**src/rtl/mem_arb_pkg.sv**
```systemverilog
// Shared types and constants for the I/D memory-port arbiter.
package mem_arb_pkg;

    typedef enum logic [1:0] {
        IDLE  = 2'd0,
        GNT_I = 2'd1,
        GNT_D = 2'd2
    } arb_state_t;

    localparam int GNT_I_IDX = 0;
    localparam int GNT_D_IDX = 1;

    localparam logic [31:0] TIMEOUT_DATA = 32'hDEAD_BEEF;

    // One-hot {D,I} grant vector for a given arbiter state.
    function automatic logic [1:0] state_to_grant(input arb_state_t s);
        logic [1:0] g;
        g = 2'b00;
        case (s)
            GNT_I:   g[GNT_I_IDX] = 1'b1;
            GNT_D:   g[GNT_D_IDX] = 1'b1;
            default: g = 2'b00;
        endcase
        return g;
    endfunction

endpackage

```
**src/rtl/arb_timeout_counter.sv**
```systemverilog
// Per-grant stall counter: cleared while the arbiter is idle, counts cycles the
// slave holds waitrequest, saturates at LIMIT and flags expiry. LIMIT=0 disables it.
module arb_timeout_counter #(
    parameter int LIMIT = 1000
) (
    input  logic clk,
    input  logic reset,
    input  logic clear,
    input  logic enable,
    output logic expired
);

    localparam int              CNT_W   = (LIMIT > 0) ? $clog2(LIMIT + 1) : 1;
    localparam logic [CNT_W-1:0] LIMIT_V = CNT_W'(LIMIT);
    localparam bit              ACTIVE  = (LIMIT > 0);

    logic [CNT_W-1:0] count_r;

    // Saturating stall count; never wraps past LIMIT.
    always_ff @(posedge clk or posedge reset) begin
        if (reset) begin
            count_r <= {CNT_W{1'b0}};
        end else if (clear) begin
            count_r <= {CNT_W{1'b0}};
        end else if (enable && ACTIVE && (count_r != LIMIT_V)) begin
            count_r <= count_r + CNT_W'(1);
        end else begin
            count_r <= count_r;
        end
    end

    assign expired = ACTIVE && (count_r == LIMIT_V);

endmodule

```
**src/rtl/avalon_mem_arbiter.sv**
```systemverilog
// Two-master Avalon-MM arbiter: shares one RAM port between instruction fetch (I)
// and load/store (D). One grant per transaction, IDLE between transactions.
// Build option: define ARB_ROUND_ROBIN_EN for alternating priority on contention;
// otherwise D has fixed priority over I.
module avalon_mem_arbiter
    import mem_arb_pkg::*;
#(
    parameter int ADDR_W      = 32,
    parameter int DATA_W      = 32,
    parameter int TIMEOUT_CYC = 1000
) (
    input  logic                clk,
    input  logic                reset,
    input  logic [ADDR_W-1:0]   i_address,
    input  logic                i_read,
    output logic                i_waitreq,
    output logic [DATA_W-1:0]   i_readdata,
    input  logic [ADDR_W-1:0]   d_address,
    input  logic                d_read,
    input  logic                d_write,
    input  logic [DATA_W-1:0]   d_writedata,
    input  logic [DATA_W/8-1:0] d_byteen,
    output logic                d_waitreq,
    output logic [DATA_W-1:0]   d_readdata,
    output logic [ADDR_W-1:0]   address,
    output logic                read,
    output logic                write,
    output logic [DATA_W-1:0]   writedata,
    output logic [DATA_W/8-1:0] byteenable,
    input  logic                waitrequest,
    input  logic [DATA_W-1:0]   readdata,
    output logic [1:0]          grant,
    output logic                timeout_err,
    output logic                proto_err
);

    localparam int               BE_W    = DATA_W / 8;
    localparam logic [DATA_W-1:0] TO_DATA = DATA_W'(TIMEOUT_DATA);

    arb_state_t state_r;
    logic [1:0] grant_r;
    logic       timeout_err_r;
    logic       proto_err_r;
    logic       d_req_s;
    logic       i_req_s;
    logic       owner_req_s;
    logic       pick_d_s;
    logic       expired_s;

    assign d_req_s = d_read | d_write;
    assign i_req_s = i_read;

`ifdef ARB_ROUND_ROBIN_EN
    // Last master served (1 = D); reset value favours D on the first contention.
    logic last_d_r;

    // Contention goes to whichever master was not served last.
    always_comb begin
        pick_d_s = (d_req_s && i_req_s) ? ~last_d_r : d_req_s;
    end
`else
    // Fixed priority: D wins whenever it requests.
    always_comb begin
        pick_d_s = d_req_s;
    end
`endif

    // Request line of the current owner.
    always_comb begin
        owner_req_s = 1'b0;
        case (state_r)
            GNT_I:   owner_req_s = i_req_s;
            GNT_D:   owner_req_s = d_req_s;
            default: owner_req_s = 1'b0;
        endcase
    end

    arb_timeout_counter #(
        .LIMIT (TIMEOUT_CYC)
    ) u_timeout (
        .clk     (clk),
        .reset   (reset),
        .clear   (state_r == IDLE),
        .enable  ((state_r != IDLE) && waitrequest),
        .expired (expired_s)
    );

    // Arbitration FSM with registered grant and sticky error flags.
    always_ff @(posedge clk or posedge reset) begin
        if (reset) begin
            state_r       <= IDLE;
            grant_r       <= 2'b00;
            timeout_err_r <= 1'b0;
            proto_err_r   <= 1'b0;
`ifdef ARB_ROUND_ROBIN_EN
            last_d_r      <= 1'b0;
`endif
        end else begin
            if (d_read && d_write) begin
                proto_err_r <= 1'b1;
            end
            case (state_r)
                IDLE: begin
                    if (d_req_s || i_req_s) begin
                        if (pick_d_s) begin
                            state_r <= GNT_D;
                            grant_r <= state_to_grant(GNT_D);
                        end else begin
                            state_r <= GNT_I;
                            grant_r <= state_to_grant(GNT_I);
                        end
                    end
                end
                GNT_I, GNT_D: begin
                    if (!owner_req_s) begin
                        // Owner abandoned the transfer: release quietly.
                        state_r <= IDLE;
                        grant_r <= 2'b00;
                    end else if (expired_s) begin
                        state_r       <= IDLE;
                        grant_r       <= 2'b00;
                        timeout_err_r <= 1'b1;
                    end else if (!waitrequest) begin
                        state_r  <= IDLE;
                        grant_r  <= 2'b00;
`ifdef ARB_ROUND_ROBIN_EN
                        last_d_r <= (state_r == GNT_D);
`endif
                    end else begin
                        state_r <= state_r;
                    end
                end
                default: begin
                    state_r <= IDLE;
                    grant_r <= 2'b00;
                end
            endcase
        end
    end

    // Route the owner's bus onto the slave; a timeout fakes a completion with marker data.
    always_comb begin
        address    = {ADDR_W{1'b0}};
        read       = 1'b0;
        write      = 1'b0;
        writedata  = {DATA_W{1'b0}};
        byteenable = {BE_W{1'b0}};
        i_waitreq  = 1'b1;
        d_waitreq  = 1'b1;
        i_readdata = {DATA_W{1'b0}};
        d_readdata = {DATA_W{1'b0}};
        case (state_r)
            GNT_I: begin
                address    = i_address;
                read       = i_read & ~expired_s;
                byteenable = {BE_W{1'b1}};
                i_waitreq  = expired_s ? 1'b0 : waitrequest;
                i_readdata = expired_s ? TO_DATA : readdata;
            end
            GNT_D: begin
                address    = d_address;
                write      = d_write & ~expired_s;
                read       = d_read & ~d_write & ~expired_s;
                writedata  = d_writedata;
                byteenable = d_byteen;
                d_waitreq  = expired_s ? 1'b0 : waitrequest;
                d_readdata = expired_s ? TO_DATA : readdata;
            end
            default: begin
                address = {ADDR_W{1'b0}};
            end
        endcase
    end

    assign grant       = grant_r;
    assign timeout_err = timeout_err_r;
    assign proto_err   = proto_err_r;

endmodule
```
**config.mk**
```make
export PLATFORM = sky130hd
export DESIGN_NAME = avalon_mem_arbiter
export DESIGN_NICKNAME = d
export VERILOG_FILES = /design/src/rtl/mem_arb_pkg.sv /design/src/rtl/arb_timeout_counter.sv /design/src/rtl/avalon_mem_arbiter.sv
export SDC_FILE = /design/constraint.sdc
export NUM_CORES = 1
export LEC_CHECK = 0
export BUFFER_PORTS_ARGS = -buffer_cell sky130_fd_sc_hd__buf_4
export CORE_AREA = 2 2 108 110
export CTS_CLUSTER_SIZE = 40
export DETAILED_ROUTE_END_ITERATION = 12
export DIE_AREA = 0 0 110 112
export GPL_TIMING_DRIVEN = 0
export HOLD_SLACK_MARGIN = 0.08
export PLACE_DENSITY = 0.58
export REMOVE_ABC_BUFFERS = 1
export SLEW_MARGIN = 10
export SYNTH_ARGS = -nofsm -noshare
export SYNTH_HDL_FRONTEND = slang
export SYNTH_SLANG_ARGS = --single-unit
```
**constraint.sdc**
```tcl
create_clock -name clk -period 1.6 [get_ports clk]
set_input_delay 0.16 -clock clk [delete_from_list [all_inputs] [get_ports clk]]
set_output_delay 0.16 -clock clk [all_outputs]
set_load 0.02 [all_outputs]
```
==> out/qor.csv <==
stage,metric,value,unit
cells_and_area,post-layout net count,766,
worst_setup_path,CP max stage delay,0.38,ns
timing,final setup TNS,-38.70,ns
detailed_routing,met3 wire len,1.24,mm
worst_setup_path,Critical Path Most Common Cell,buf_6,
timing,Max Freq,488,MHz
placement,placed cell count,677,
floorplan,height of the die,112,um
detailed_routing,routed via count,3721,
worst_setup_path,Startpoint Class,flip-flop,
floorplan,Die Area,12300,um2
grt,grt ovf,0,
timing,Worst-Margin Slew,0.609,ns
grt,first-pass GRT wire length,23.3,mm
hold_path,Hold WC Path Type,primary input to flip-flop,
logic_synthesis,most common cell in the synthesized netlist,o21a_1,
timing,Worst Skew,0.00122,ns
clocking,worst-skew pair later-pin latency,0.24,ns
logic_synthesis,"top cells by area, synth","o21a_1 (17%), dfrtp_1 (17%), a22oi_1 (12%), nor2b_1 (11%), and2_1 (10%)",
detailed_routing,DRC viols,0,
placement,port buffer count,277,
clocking,CTS buffer count,3,
detailed_routing,uppermost layer routed,met4,
logic_synthesis,Mapped Cells,287,
logic_synthesis,largest area contributor in the netlist,o21a_1,
clocking,Sink Count,14,
worst_setup_path,Worst setup EP type,output pin,
timing,RSZ-0062 raised after global routing,true,
placement,GP Congestion,0.797,
cells_and_area,n_diodes,0,
logic_synthesis,netlist area before placement,2080,um2
worst_setup_path,"Critical Path, Cell by Cell","inv_2, ha_4, nand4b_1, nor3_4, buf_4, buf_6, buf_16, o21a_1, buf_6",
detailed_routing,drt first pass iters,4,
logic_synthesis,asr flop ratio synth,1.00,
logic_synthesis,yosys warns,0,
worst_setup_path,"Slowest-stage cell, CP",dfrtp_1,
detailed_routing,ANT nets after route,0,
grt,GRT Util Overall,0.251,
power,PwrDens,1630,nW/um2
grt,vias in the first global route,3844,
logic_synthesis,most frequent cells after synthesis,"o21a_1 (48), nor2b_1 (36), and2_1 (34)",
grt,initial antenna violation count,0,
logic_synthesis,top-area cell type share of the netlist area,0.173,
outcome,outcome,"finished, violations left",
timing,clock period minus worst slack,2.05,ns
cells_and_area,share of cells above drive strength 1,0.810,
detailed_routing,routed len/inst,22.4,um
clocking,Clock Path Buffers,2,
detailed_routing,Routed met2 length,9.03,mm
floorplan,initial core utilization,0.186,
detailed_routing,WL final,17.1,mm
outcome,failing checks,setup timing,
clocking,CTS tree,yes,
power,peak supply drop,1.06,mV
grt,largest net degree at the start of global routing,18,
timing,worst setup margin,-0.450,ns
cells_and_area,Layout area overhead,226,%
floorplan,Core ar.,11200,um2
logic_synthesis,ys flop type,dfrtp_1,
flow_run,max cap viols,0,
cells_and_area,Layout Cells excl Fill,764,
worst_setup_path,"Data arrival, critical path",1.89,ns
floorplan,Chip Width,110,um
clocking,H-tree depth,1,
timing,Rel. slew slack,0.593,
worst_setup_path,"Req. time, crit path",1.44,ns
timing,ratio of final minimum period to clock period,1.28,
clocking,root buffer cell,clkbuf_16,
detailed_routing,DR vias/cell,4.87,
logic_synthesis,#FFs+latches synth,14,
logic_synthesis,average size of a mapped cell,7.24,um2
power,Leak Pwr,3.16,nW
logic_synthesis,post-synthesis sequential area ratio,0.169,
floorplan,Top Ports,278,
clocking,clock-pin slew of the registers on the worst-case setup and hold paths,0.05,ns
worst_setup_path,largest fanout on the critical path,6,
timing,Final Max Slew Viols,0,
timing,Setup Viol. Count Final,142,
floorplan,Site Rows,39,
logic_synthesis,number of synthesized flops with an enable pin,0,
logic_synthesis,count of cell types in the netlist,32,
worst_setup_path,worst setup path class,flip-flop to output pin,
detailed_routing,initial drt markers,221,
placement,hpwl dp,9.01,mm
timing,final hold vios,0,
detailed_routing,routed length on met1,6.48,mm
==> metal layers <==
layer,up-vias,track usage
met4,0,0.0422
met3,24,0.0480
met1,1818,0.303
met5,-,0
li1,1705,-
met2,174,0.458
==> cell type report <==
type	count	area, um2
sequential	14	355
multi-input combinational	236	2270
tap	143	179
timing repair buffer	361	3860
clock buffer	3	75.1
fill	916	4400
inverter	7	28.8
==> layout by cell type (no fill, tap or decap), types with 3 or more instances in the layout <==
cell type  instances
a21oi_2            3
a21oi_4            3
a22oi_2           32
and2_4            33
and3_4            18
buf_12            15
buf_16            15
buf_4            182
buf_6            140
buf_8              3
bufbuf_16          3
clkbuf_16          5
dfrtp_1           10
dfrtp_2            4
ha_4               4
inv_1              3
inv_2              3
nand2_1            5
nand2_2            3
nand2_4            3
nor2_1             9
nor2b_1           18
nor2b_2            3
nor2b_4           15
o21a_1            48
o21ai_0            3
or4b_4             4
xnor2_1            4
==> worst max-delay path, delay by kind of cell, from the launching register on <==
| kind | cells | cell delay [ns] |
|---|---|---|
| buffers and inverters | 5 | 0.59 |
| flip-flops | 1 | 0.38 |
| AND/OR/NAND/NOR | 2 | 0.38 |
| adder cells (fa/ha/maj) | 1 | 0.15 |
| AO/OA/AOI/OAI | 1 | 0.14 |
==> through the flow <==
step | utilization | power [W] | setup WS [ns] | instance area [um2] | hold slack (ns)
final | 0.606 | 0.0111 | -0.450 | 6770 | 0.152
after floorplan | - | 0.00331 | -1.35 | 1940 | 0.0492
after global routing | 0.606 | 0.0115 | -0.530 | 6770 | 0.167
after detailed placement | 0.384 | 0.00566 | -0.854 | 4290 | 0.258
after global placement | 0.376 | 0.00438 | -2.41 | 4200 | 0.240
after CTS | 0.568 | 0.0105 | -0.483 | 6350 | 0.149
==> sequential cells by signal, indices dropped and copies added (netlist names) <==
name               count
timeout_err            1
grant                  2
u_timeout.count_r     10
proto_err              1
==> cell families (layout without fill, tap and decap cells) <==
kind of cell	count (synthesis)	after routing	synth area share
compound gates	97	97	0.338
xor+xnor	7	7	0.0295
fa+ha+maj	5	5	0.0301
buf+inv	40	371	0.0777
flops	14	14	0.169
mux	1	1	0.00482
simple gates	123	126	0.351
==> power by group <==
part / internal, W / leakage, nW / switching, W / total, W
Clock: 0.000328 / 0.0370 / 0.000150 / 0.000478
Sequential: 0.000403 / 0.180 / 0.0000417 / 0.000445
Combinational: 0.00566 / 2.94 / 0.00447 / 0.0101
==> path summary, 6_finish.rpt <==
| check | start | slack, ns | end | depth (start not counted) |
|---|---|---|---|---|
| max in group asynchronous | reset | 0.61 | u_timeout.count_r[6] | 3 |
| setup reg to reg | grant[1] | -0.23 | grant[0] | 10 |
| min in group asynchronous | reset | 0.55 | proto_err | 3 |
| hold reg to reg | proto_err | 0.46 | proto_err | 1 |
| hold / removal | d_read | 0.15 | proto_err | 2 |
| setup / recovery | u_timeout.count_r[0] | -0.45 | i_readdata[30] | 9 |
==> timing repair <==
action	4_1_cts	5_1_grt
hold buffers	1	0
setup endpoints to repair	139	144
pin swaps	39	54
hold endpoints to repair	14	0
resized for setup	239	105
setup buffers	49	15
gates cloned	25	3
Power figures use the tool's default switching activity.
